**src/rtl/jtag_axi_lite_regbank.sv**
```systemverilog
// AXI4-Lite control/status register bank sitting on the JTAG debugger's m_axi4_lite port.
// Holds ID, scratch, LED, cycle counter, DDR calibration status and a write counter.
module jtag_axi_lite_regbank #(
  parameter int                    DATA_WIDTH = 64,
  parameter int                    ADDR_WIDTH = 32,
  parameter logic [ADDR_WIDTH-1:0] BASE_ADDR  = '0,
  parameter logic [63:0]           ID_VALUE   = 64'h4A54_4147_4158_0001
) (
  input  logic                    sys_clk,
  input  logic                    sys_rst,
  input  logic [ADDR_WIDTH-1:0]   s_axi_awaddr,
  input  logic [2:0]              s_axi_awprot,
  input  logic                    s_axi_awvalid,
  output logic                    s_axi_awready,
  input  logic [DATA_WIDTH-1:0]   s_axi_wdata,
  input  logic [DATA_WIDTH/8-1:0] s_axi_wstrb,
  input  logic                    s_axi_wlast,
  input  logic                    s_axi_wvalid,
  output logic                    s_axi_wready,
  output logic [1:0]              s_axi_bresp,
  output logic                    s_axi_bvalid,
  input  logic                    s_axi_bready,
  input  logic [ADDR_WIDTH-1:0]   s_axi_araddr,
  input  logic [2:0]              s_axi_arprot,
  input  logic                    s_axi_arvalid,
  output logic                    s_axi_arready,
  output logic [DATA_WIDTH-1:0]   s_axi_rdata,
  output logic [1:0]              s_axi_rresp,
  output logic                    s_axi_rlast,
  output logic                    s_axi_rvalid,
  input  logic                    s_axi_rready,
  input  logic                    init_calib_complete,
  output logic [7:0]              led_out
);

  localparam logic [2:0] IDX_ID      = 3'd0;
  localparam logic [2:0] IDX_SCRATCH = 3'd1;
  localparam logic [2:0] IDX_LED     = 3'd2;
  localparam logic [2:0] IDX_CYCLE   = 3'd3;
  localparam logic [2:0] IDX_STATUS  = 3'd4;
  localparam logic [2:0] IDX_WRCOUNT = 3'd5;
  localparam logic [2:0] IDX_CTRL    = 3'd6;
  localparam logic [1:0] RESP_OKAY   = 2'b00;
  localparam logic [1:0] RESP_SLVERR = 2'b10;

  logic                  r_awHeld;
  logic                  r_wHeld;
  logic [ADDR_WIDTH-1:0] r_awAddr;
  logic [63:0]           r_wData;
  logic [7:0]            r_wStrb;
  logic                  r_awready;
  logic                  r_wready;
  logic                  r_bvalid;
  logic [1:0]            r_bresp;
  logic                  r_arready;
  logic                  r_rvalid;
  logic [1:0]            r_rresp;
  logic [63:0]           r_rdata;
  logic [63:0]           r_scratch;
  logic [7:0]            r_ledCtrl;
  logic [63:0]           r_cycleCount;
  logic [63:0]           r_wrCount;

  logic                  w_awFire;
  logic                  w_wFire;
  logic                  w_awHave;
  logic                  w_wHave;
  logic                  w_doWrite;
  logic                  w_bFire;
  logic                  w_awHeldNext;
  logic                  w_wHeldNext;
  logic                  w_bvalidNext;
  logic [ADDR_WIDTH-1:0] w_wrAddr;
  logic [63:0]           w_wrData;
  logic [7:0]            w_wrStrb;
  logic [ADDR_WIDTH-1:0] w_wrOff;
  logic [2:0]            w_wrIdx;
  logic                  w_wrOk;
  logic                  w_wrOkay;
  logic                  w_clear;
  logic                  w_arFire;
  logic                  w_rvalidNext;
  logic [ADDR_WIDTH-1:0] w_rdOff;
  logic [2:0]            w_rdIdx;
  logic [63:0]           w_rdData;
  logic                  w_rdErr;
  logic                  w_unused;

  // AW and W may arrive in either order; the write commits on the edge where both are present.
  assign w_awFire     = s_axi_awvalid & r_awready;
  assign w_wFire      = s_axi_wvalid & r_wready;
  assign w_awHave     = r_awHeld | w_awFire;
  assign w_wHave      = r_wHeld | w_wFire;
  assign w_doWrite    = w_awHave & w_wHave & ~r_bvalid;
  assign w_bFire      = r_bvalid & s_axi_bready;
  assign w_awHeldNext = w_awHave & ~w_bFire;
  assign w_wHeldNext  = w_wHave & ~w_bFire;
  assign w_bvalidNext = w_doWrite | (r_bvalid & ~s_axi_bready);

  assign w_wrAddr = r_awHeld ? r_awAddr : s_axi_awaddr;
  assign w_wrData = r_wHeld ? r_wData : s_axi_wdata;
  assign w_wrStrb = r_wHeld ? r_wStrb : s_axi_wstrb;
  assign w_wrOff  = w_wrAddr - BASE_ADDR;
  assign w_wrIdx  = w_wrOff[5:3];
  assign w_wrOk   = (w_wrOff[ADDR_WIDTH-1:6] == '0) &&
                    (w_wrIdx == IDX_SCRATCH || w_wrIdx == IDX_LED || w_wrIdx == IDX_CTRL);
  assign w_wrOkay = w_doWrite & w_wrOk;
  assign w_clear  = w_wrOkay & (w_wrIdx == IDX_CTRL) & w_wrData[0] & w_wrStrb[0];

  always_ff @(posedge sys_clk or posedge sys_rst) begin
    if (sys_rst) begin
      r_awHeld  <= 1'b0;
      r_wHeld   <= 1'b0;
      r_awAddr  <= '0;
      r_wData   <= '0;
      r_wStrb   <= '0;
      r_awready <= 1'b0;
      r_wready  <= 1'b0;
      r_bvalid  <= 1'b0;
      r_bresp   <= RESP_OKAY;
    end else begin
      r_awHeld  <= w_awHeldNext;
      r_wHeld   <= w_wHeldNext;
      if (w_awFire) r_awAddr <= s_axi_awaddr;
      if (w_wFire) begin
        r_wData <= s_axi_wdata;
        r_wStrb <= s_axi_wstrb;
      end
      r_bvalid  <= w_bvalidNext;
      if (w_doWrite) r_bresp <= w_wrOk ? RESP_OKAY : RESP_SLVERR;
      r_awready <= ~w_awHeldNext & ~w_bvalidNext;
      r_wready  <= ~w_wHeldNext & ~w_bvalidNext;
    end
  end

  // A CTRL clear wins over the per-cycle and per-write increments in the same cycle.
  always_ff @(posedge sys_clk or posedge sys_rst) begin
    if (sys_rst) begin
      r_scratch    <= '0;
      r_ledCtrl    <= '0;
      r_cycleCount <= '0;
      r_wrCount    <= '0;
    end else begin
      if (w_wrOkay && w_wrIdx == IDX_SCRATCH) begin
        for (int b = 0; b < 8; b++) begin
          if (w_wrStrb[b]) r_scratch[8*b +: 8] <= w_wrData[8*b +: 8];
        end
      end
      if (w_wrOkay && w_wrIdx == IDX_LED && w_wrStrb[0]) r_ledCtrl <= w_wrData[7:0];
      r_cycleCount <= w_clear ? 64'd0 : r_cycleCount + 64'd1;
      if (w_clear) r_wrCount <= '0;
      else if (w_wrOkay && r_wrCount != '1) r_wrCount <= r_wrCount + 64'd1;
    end
  end

  assign w_arFire     = s_axi_arvalid & r_arready;
  assign w_rvalidNext = w_arFire | (r_rvalid & ~s_axi_rready);
  assign w_rdOff      = s_axi_araddr - BASE_ADDR;
  assign w_rdIdx      = w_rdOff[5:3];

  always_comb begin
    w_rdData = '0;
    w_rdErr  = 1'b0;
    if (w_rdOff[ADDR_WIDTH-1:6] != '0) begin
      w_rdErr = 1'b1;
    end else begin
      case (w_rdIdx)
        IDX_ID:      w_rdData = ID_VALUE;
        IDX_SCRATCH: w_rdData = r_scratch;
        IDX_LED:     w_rdData = {56'd0, r_ledCtrl};
        IDX_CYCLE:   w_rdData = r_cycleCount;
        IDX_STATUS:  w_rdData = {63'd0, init_calib_complete};
        IDX_WRCOUNT: w_rdData = r_wrCount;
        IDX_CTRL:    w_rdData = '0;
        default:     w_rdErr  = 1'b1;
      endcase
    end
  end

  // Read data is captured from pre-edge register values, so a same-cycle write is not visible.
  always_ff @(posedge sys_clk or posedge sys_rst) begin
    if (sys_rst) begin
      r_arready <= 1'b0;
      r_rvalid  <= 1'b0;
      r_rdata   <= '0;
      r_rresp   <= RESP_OKAY;
    end else begin
      r_rvalid  <= w_rvalidNext;
      r_arready <= ~w_rvalidNext;
      if (w_arFire) begin
        r_rdata <= w_rdData;
        r_rresp <= w_rdErr ? RESP_SLVERR : RESP_OKAY;
      end
    end
  end

  assign w_unused = ^{s_axi_awprot, s_axi_wlast, s_axi_arprot, w_wrOff[2:0], w_rdOff[2:0]};

  assign s_axi_awready = r_awready;
  assign s_axi_wready  = r_wready;
  assign s_axi_bvalid  = r_bvalid;
  assign s_axi_bresp   = r_bresp;
  assign s_axi_arready = r_arready;
  assign s_axi_rvalid  = r_rvalid;
  assign s_axi_rlast   = r_rvalid;
  assign s_axi_rdata   = r_rdata;
  assign s_axi_rresp   = r_rresp;
  assign led_out       = r_ledCtrl;

endmodule

```
**config.mk**
```make
export PLATFORM = sky130hd
export DESIGN_NAME = jtag_axi_lite_regbank
export DESIGN_NICKNAME = d
export VERILOG_FILES = /design/src/rtl/jtag_axi_lite_regbank.sv
export SDC_FILE = /design/constraint.sdc
export NUM_CORES = 1
export LEC_CHECK = 0
export CORE_UTILIZATION = 60
export DETAILED_ROUTE_END_ITERATION = 8
export HOLD_SLACK_MARGIN = 0.02
export PLACE_DENSITY = 0.85
export SYNTH_ARGS = -nofsm -noshare
export SYNTH_HDL_FRONTEND = slang
export SYNTH_SLANG_ARGS = --single-unit
```
**constraint.sdc**
```tcl
create_clock -name sys_clk -period 21.1 [get_ports sys_clk]
set_clock_uncertainty 0.1 [all_clocks]
set_input_delay 4.22 -clock sys_clk [delete_from_list [all_inputs] [get_ports sys_clk]]
set_output_delay 4.22 -clock sys_clk [all_outputs]
set_load 0.01 [all_outputs]
```
==> flow_summary.yaml, run 1 <==
outcome:
  status: "completed"
route:
  vias_per_cell: 6.59
  post_drt_wl_per_cell_um: 22.6
  drtPass1Iterations: 7
  ant_nets: 0
  vias: 15400
  drt_iter0_drc: 1602
  wirelength_um: 52700
  remaining_drc_errors: 0
synthesis:
  synth-edff-count: 0
  synth.yosys.seq_area_share: 0.500
  syn_inst: 1727
  synth_warnings: 0
  yosys.cell_types.count: 58
  synthFlopType: "dfrtp_1"
  synthesis.area_um2: 18700
  async_reset_ff_frac: 1.00
  ys_seq_elements: 374
  post_synth.cell_area_avg_um2: 10.8
floorplan:
  ios: 233
  start_util: 0.611
  rows: 64
  dieArea_um2: 31900
  die_h_um: 179
  core_area_um2: 30700
  die_w_um: 179
worst_setup_path:
  required_ns: 21.43
  cp.arrival_ns: 7.47
  worst_setup_path_start_kind: "primary input"
  cp_max_fo: 8
  crit_path_cell_trace: "clkdlybuf4s50_1 -> nor4_1 -> nand3_1 -> o22ai_1 -> nand4_1 -> nor2_1 -> mux2_2"
  cpPeakStageDelay_ns: 1.02
  cpMaxStageDelayCell: "nor2_1"
  end_kind: "flip-flop"
  path_class: "in2reg"
  rrSetupSlack_ns: 16.89
timing:
  setup_viol: 0
  period_needed_ns: 7.13
  drv_slew: 0
  relSlewSlack: 0.0719
  tns_ns: 0
  max_freq_ghz: 0.140
  hold-worst-slack_ns: 0.376
  hold_violations: 0
  worstMarginPinSlew_ns: 1.39
  grt_setup_unrepaired: "no"
  timing.final.crit_share: 0.338
power:
  power_leakage_uw: 0.00976
  p_sw_uw: 526
  combPwrFrac: 0.182
  power.density_nw_per_um2: 89.5
  seq_power_share: 0.442
  peakVddDrop_mv: 0.0642
  total_power_uw: 2030
  switching_share: 0.260
  p_int_uw: 1500
  power.share.clock: 0.377
global_route:
  grt_max_degree: 201
  grt_pass1_wl_um: 83200
  grt_usage: 0.335
  antenna_found_initial: 1
  grt_pass1_vias: 15500
  grt-ovfl-total: 0
place:
  dp_hpwl_um: 34400
  io_buffer_count: 217
  place.gp.congestion: 0.897
final_layout:
  nNetsFinal: 2053
  layout-drive-gt1-share: 0.186
  utilization: 0.738
  fillerInstances: 1981
  areaGrowthSynthToFinish_pct: 20.8
clock_network:
  clk-insertion-delay-late_ns: 0.55
  hold_buffers: 0
  cts-buffers-inserted: 41
  clk_pin_slew_ns: 0.06
  cts_tree: "done"
  cts.sinks: 374
  clk_path_buf_depth: 3
  root_buffer: "clkbuf_16"
  post_cts_resized: 0
  htreeDepth: 2
  cts_setup_buffers: 0
run:
  max_cap_violations: 0
worst_hold_path:
  hold_class: "reg2reg"
==> synthesized netlist by cell type (24+ instances only) <==
master	n	area [µm²]
nor3_1	33	165
clkbuf_1	81	304
nand3_1	66	330
or4_1	26	195
or3_1	32	200
dfrtp_1	374	9360
nand2_1	126	473
nand4_1	42	263
o31ai_1	24	180
nor4_1	25	156
xnor2_1	37	324
a21oi_1	74	370
mux2_2	244	2750
mux2i_1	63	631
nor2_1	98	368
a22o_1	56	490
and3_1	25	156
o21ai_0	91	455
==> registers in the layout (all words and copies together), names as in the netlist, 8 cells and up <==
signal        count
r_wrCount        64
led_out           8
r_wData          64
r_awAddr         29
r_scratch        64
s_axi_rdata      64
r_wStrb           8
r_cycleCount     64
==> worst max-delay path: cells and delay by family <==
family,cells,cell delay (ns)
and+or+nand+nor,4,1.87
buffers and inverters,1,0.44
muxes,1,0.44
AOI/OAI and AO/OA,1,0.49
==> cell families after synthesis <==
kind of cell,Yosys count,share of synthesized area
mux,307,0.180
fa+ha+maj,2,0.00134
buf+inv,123,0.0263
flops,374,0.500
other cells,1,0.000200
compound gates,314,0.109
simple gates,547,0.156
xor+xnor,59,0.0276
==> stage by stage <==
step	setup slack, ns	area [µm²]	std cells
finish	13.97	22600	2330
global route	13.71	22600	2330
CTS	13.99	22600	2329
detailed placement	13.49	21200	2253
global placement	13.47	21200	2253
floorplan	6.39	18700	1728
==> power groups by stage <==
stage	Sequential [µW]	Clock, µW	Combinational, µW
after floorplan	872	0	284
after global placement	892	0	349
after detailed placement	902	0	363
after CTS	892	766	369
after global routing	906	796	395
final	894	763	368
==> placed cells by master (no fill, tap or decap), types with 56 or more instances in the layout <==
cell type / instances
o21ai_0: 91
nand3_1: 66
nor2_1: 97
a21oi_1: 74
mux2_2: 244
dfrtp_1: 373
mux2i_1: 63
clkdlybuf4s50_1: 215
nand2_1: 123
a22o_1: 56
==> metal layers <==
| metal | vias up | wire length (µm) | global-route usage |
|---|---|---|---|
| li1 | 6723 | - | - |
| met1 | 7630 | 20600 | 0.427 |
| met2 | 825 | 25400 | 0.547 |
| met3 | 178 | 4240 | 0.0621 |
| met4 | 0 | 2510 | 0.169 |
| met5 | - | 0 | 0 |
==> final timing paths <==
path	start	endpoint	depth (start not counted)
worst max-delay path	s_axi_awaddr[17]	r_scratch[56]	7
worst min-delay path	s_axi_rdata[34]	s_axi_rdata[34]	1
worst max register to register	r_wrCount[0]	r_wrCount[22]	8
worst min register to register	s_axi_rdata[34]	s_axi_rdata[34]	1
max in group asynchronous	sys_rst	r_cycleCount[56]	4
min in group asynchronous	sys_rst	r_wData[47]	2
==> area by class of cell <==
cell class | count | area, µm² | area share
clock inverter | 16 | 215 | 0.00951
multi-input combinational | 1231 | 8920 | 0.394
timing repair buffer | 238 | 2330 | 0.103
clock buffer | 60 | 1250 | 0.0552
tap | 396 | 495 | 0.0219
sequential | 374 | 9360 | 0.414
inverter | 14 | 60.1 | 0.00265
antenna | 1 | 2.50 | 0.000111
No activity file was read; power rests on OpenSTA's default activity.
==> run 2, diff against run 1 <==
Settings changed: CORE_UTILIZATION 60 to 56, PLACE_DENSITY 0.85 to 0.8.
Clock period 21.1 ns to 6.7 ns, I/O delays scaled along.
==> run 2 against run 1 <==
Compared with the run above:
- clock-buffer cell count shrank 4
- combinational power grew to 3.1 times the previous value
- largest cell class unchanged
- utilization fell by 4.6 points
==> flow_summary.yaml, run 2 (synthesis gave the netlist of run 1 again) <==
outcome:
  status: "completed"
floorplan:
  die_h_um: 185
  ios: 233
  start_util: 0.573
  dieArea_um2: 34200
  rows: 66
  core_area_um2: 32700
  die_w_um: 185
clock_network:
  cts.sinks: 374
  post_cts_resized: 0
  cts-buffers-inserted: 40
  clk-insertion-delay-late_ns: 0.54
  cts_tree: "done"
  hold_buffers: 0
  clk_path_buf_depth: 3
  htreeDepth: 2
  cts_setup_buffers: 0
  root_buffer: "clkbuf_16"
  clk_pin_slew_ns: 0.06
worst_setup_path:
  cpPeakStageDelay_ns: 0.72
  crit_path_cell_trace: "clkdlybuf4s50_1 -> nor4_1 -> nand4b_1 -> a221oi_1 -> and3_1 -> buf_4 -> or4_1 -> nand2_1"
  required_ns: 7.00
  cp.arrival_ns: 4.55
  path_class: "in2reg"
  end_kind: "flip-flop"
  cp_max_fo: 35
  worst_setup_path_start_kind: "primary input"
  cpMaxStageDelayCell: "and3_1"
global_route:
  antenna_found_initial: 2
  grt_max_degree: 187
  grt_pass1_vias: 14900
  grt_pass1_wl_um: 82200
  grt_usage: 0.308
  grt-ovfl-total: 0
worst_hold_path:
  hold_class: "reg2reg"
final_layout:
  areaGrowthSynthToFinish_pct: 20.7
  layout_commonest_cell: "dfrtp_1"
  regArea_um2: 9360
  layout-drive-gt1-share: 0.185
  final_cell_mix: "373 x dfrtp_1, 244 x mux2_2, 215 x clkdlybuf4s50_1, 123 x nand2_1, 97 x nor2_1"
  multi_input_area_um2: 8920
  fillerInstances: 2382
  nNetsFinal: 2054
run:
  max_cap_violations: 0
place:
  dp_hpwl_um: 35200
  io_buffer_count: 217
  place.gp.congestion: 0.877
route:
  vias: 15000
  vias_per_cell: 6.33
  drtPass1Iterations: 5
  remaining_drc_errors: 0
  ant_nets: 0
  wirelength_um: 51600
  drt_iter0_drc: 1290
  post_drt_wl_per_cell_um: 21.8
timing:
  max_freq_ghz: 0.235
  timing.final.crit_share: 0.635
  grt_setup_unrepaired: "no"
  worstMarginPinSlew_ns: 1.25
  drv_slew: 0
  period_needed_ns: 4.25
  relSlewSlack: 0.161
  hold_violations: 0
  setup_viol: 0
  tns_ns: 0
  hold-worst-slack_ns: 0.380
power:
  peakVddDrop_mv: 0.218
  power.density_nw_per_um2: 278
  power_leakage_uw: 0.00972
## run 2: critical path, delay by kind of cell
| kind | cells | cell delay (ns) |
|---|---|---|
| and+or+nand+nor | 5 | 1.68 |
| buffers and inverters | 2 | 0.95 |
| AOI/OAI and AO/OA | 1 | 0.56 |
## run 2: area by class of cell
cell class | instances | share of cell area
antenna | 2 | 0.000221
clock buffer | 56 | 0.0532
clock inverter | 12 | 0.00785
inverter | 14 | 0.00249
multi-input combinational | 1231 | 0.394
sequential | 374 | 0.414
tap | 442 | 0.0244
timing repair buffer | 240 | 0.104
## run 2: worst paths after layout
path	start	to	slack, ns	cells past startpoint
min reg2reg	s_axi_rdata[34]	s_axi_rdata[34]	0.38	1
max	s_axi_awaddr[9]	r_wrCount[31]	2.45	8
max reg2reg	r_wHeld	r_wrCount[31]	3.05	7
min	s_axi_rdata[34]	s_axi_rdata[34]	0.38	1
min in group asynchronous	sys_rst	r_wData[45]	1.14	2
max in group asynchronous	sys_rst	r_wrCount[26]	3.89	3
## run 2: metal layers
metal	vias up	track usage	part of all wire	wire length, µm
li1	6709	-	-	-
met1	7528	0.417	0.41	21400
met2	632	0.496	0.48	24600
met3	133	0.0401	0.065	3370
met4	0	0.137	0.043	2220
met5	-	0	0	0
## run 2: through the flow
step / setup slack (ns) / power, µW / std cells / utilization / instance area (µm²)
final: 2.45 / 6280 / 2371 / 0.692 / 22600
after global routing: 2.24 / 6520 / 2371 / 0.692 / 22600
after CTS: 2.58 / 6300 / 2369 / 0.692 / 22600
after detailed placement: 2.04 / 3990 / 2301 / 0.649 / 21200
after global placement: 2.04 / 3910 / 2301 / 0.649 / 21200
after floorplan: 0.238 / 3640 / 1728 / - / 18700
## run 2: where the power goes
part	switching [µW]	total, µW	leakage [µW]	internal (µW)
combinational	474	1150	0.00409	671
sequential	227	2820	0.00495	2590
clock	913	2320	0.000685	1400
==> run 3, diff against run 2 <==
Clock period 6.7 ns to 3.93 ns, I/O delays scaled along.
==> run 3 against run 2 <==
Compared with the run above:
- critical path depth rose by 1
- total power rose by 70%
- combinational power rose by 77%
- largest power group unchanged
- routed wire length rose by 0.35%
- flip-flop and latch count did not move
- die area did not move
- via count rose by 1.1%
- worst setup slack got worse by 1.6 ns
- largest cell class unchanged
- sequential power rose by 68%
==> flow_summary.yaml, run 3 (synthesis gave the netlist of run 1 again) <==
worst_setup_path:
  worst_setup_path_start_kind: "primary input"
  cp.arrival_ns: 3.43
  cp_max_fo: 101
  timing.rr.end: "r_wrCount[11]"
  end_kind: "flip-flop"
  r2r_start: "r_awHeld"
  path_class: "in2reg"
  reg2reg_depth: 8
  required_ns: 4.27
  rrSetupSlack_ns: 0.93
floorplan:
  dieArea_um2: 34200
  core_area_um2: 32700
  start_util: 0.573
  die_h_um: 185
  die_w_um: 185
  ios: 233
  rows: 66
power:
  peakVddDrop_mv: 0.432
  power_leakage_uw: 0.00988
  p_sw_uw: 2740
  p_int_uw: 7920
  switching_share: 0.257
  power.share.clock: 0.365
  seq_power_share: 0.444
  combPwrFrac: 0.191
  power.density_nw_per_um2: 466
timing:
  timing.final.crit_share: 0.786
  worstMarginPinSlew_ns: 0.927
  hold_violations: 0
  setup_viol: 0
  relSlewSlack: 0.381
  max_freq_ghz: 0.324
  drv_slew: 0
  grt_setup_unrepaired: "no"
  period_needed_ns: 3.09
clock_network:
  cts_setup_buffers: 0
  post_cts_resized: 0
  cts_tree: "done"
  clk_pin_slew_ns: 0.06
  clk_path_buf_depth: 3
  hold_buffers: 0
  root_buffer: "clkbuf_16"
  clk-insertion-delay-late_ns: 0.53
  cts.sinks: 374
  htreeDepth: 2
  cts-buffers-inserted: 41
route:
  ant_nets: 0
  remaining_drc_errors: 0
  drt_iter0_drc: 1254
  wirelength_um: 51800
  post_drt_wl_per_cell_um: 21.5
  drtPass1Iterations: 7
  vias_per_cell: 6.31
  vias: 15200
run:
  max_cap_violations: 0
place:
  dp_hpwl_um: 35100
  place.gp.congestion: 0.938
  io_buffer_count: 217
  dp_cells: 2330
global_route:
  grt_pass1_wl_um: 82500
  antenna_found_initial: 3
  grt_use_met3: 0.0472
  busiest_layer: "met2"
  grt_usage: 0.308
  grt_max_degree: 102
  grt_pass1_vias: 15400
  met2_usage: 0.497
  grt-ovfl-total: 0
  grt_use_met1: 0.408
worst_hold_path:
  hold_depth: 1
  hold_end: "s_axi_rdata[59]"
  hold_class: "reg2reg"
  hold_start: "s_axi_rdata[59]"
final_layout:
  fillerInstances: 2358
  final_cell_mix: "373 x dfrtp_1, 244 x mux2_2, 215 x clkdlybuf4s50_1, 123 x nand2_1, 97 x nor2_1"
  layout-drive-gt1-share: 0.195
  areaGrowthSynthToFinish_pct: 22.1
  multi_input_area_um2: 8920
  layout_commonest_cell: "dfrtp_1"
  utilization: 0.700
  finalNonFillerCells: 2405
  nNetsFinal: 2084
  regArea_um2: 9360
outcome:
  status: "completed"
==> run 3: cell count changes in the layout (fill, tap and decap cells not counted), sizes merged <==
| cell | before | now |
|---|---|---|
| inv | 14 | 13 |
| diode | 2 | 3 |
| buf | 25 | 54 |
| clkinv | 6 | 9 |
| clkinvlp | 2 | 3 |
| clkbuf | 56 | 57 |
==> run 3: layer usage <==
layer  vias to the layer above  wire, µm
li1                       6777         -
met1                      7564     21200
met2                       670     24700
met3                       153      3560
met4                         0      2270
met5                         -         0
==> run 3: layout make-up <==
cell class | instances | share of cell area
Sequential cell | 374 | 0.409
Multi-Input combinational cell | 1231 | 0.390
Timing Repair Buffer | 269 | 0.115
Clock buffer | 57 | 0.0510
Tap cell | 442 | 0.0242
Clock inverter | 15 | 0.00837
Inverter | 14 | 0.00246
Antenna cell | 3 | 0.000328
==> run 3: power groups by stage <==
stage	registers (µW)	logic [µW]	clock network [µW]
3_3_place_gp	4720	1960	0
5_1_grt	4780	2190	4100
6_report	4730	2040	3890
4_1_cts	4720	2050	3950
2_1_floorplan	4680	1520	0
3_5_place_dp	4780	2030	0
==> run 3: worst max path at each step <==
stage,start,end,slack [ns],depth (start not counted)
floorplan,sys_rst,led_out[0],-1.98,1
finish,s_axi_awaddr[9],r_wrCount[11],0.84,9
global route,s_axi_awaddr[9],r_wrCount[23],0.73,9
CTS,s_axi_awaddr[9],r_wrCount[37],0.87,9
detailed placement,s_axi_awaddr[9],r_wrCount[11],0.33,9
global placement,s_axi_awaddr[9],r_wrCount[23],0.40,9
==> run 3: through the flow <==
step	setup slack (ns)	hold slack [ns]	instance area, µm²	total power [µW]	setup TNS [ns]
6_report	0.842	0.384	22900	10700	0
5_1_grt	0.734	0.403	22900	11100	0
4_1_cts	0.867	0.387	22900	10700	0
3_5_place_dp	0.329	0.365	21500	6800	0
3_3_place_gp	0.396	0.361	21500	6690	0
2_1_floorplan	-1.98	0.370	18700	6210	-739.81
==> run 3: worst max-delay path, cell delays in order <==
cell and delay (ns):
clkdlybuf4s50_1 0.45, nor4_1 0.52, nand4b_1 0.16, a221oi_1 0.31, buf_4 0.18, nand2_2 0.06
buf_12 0.19, or4_1 0.55, a21oi_1 0.15
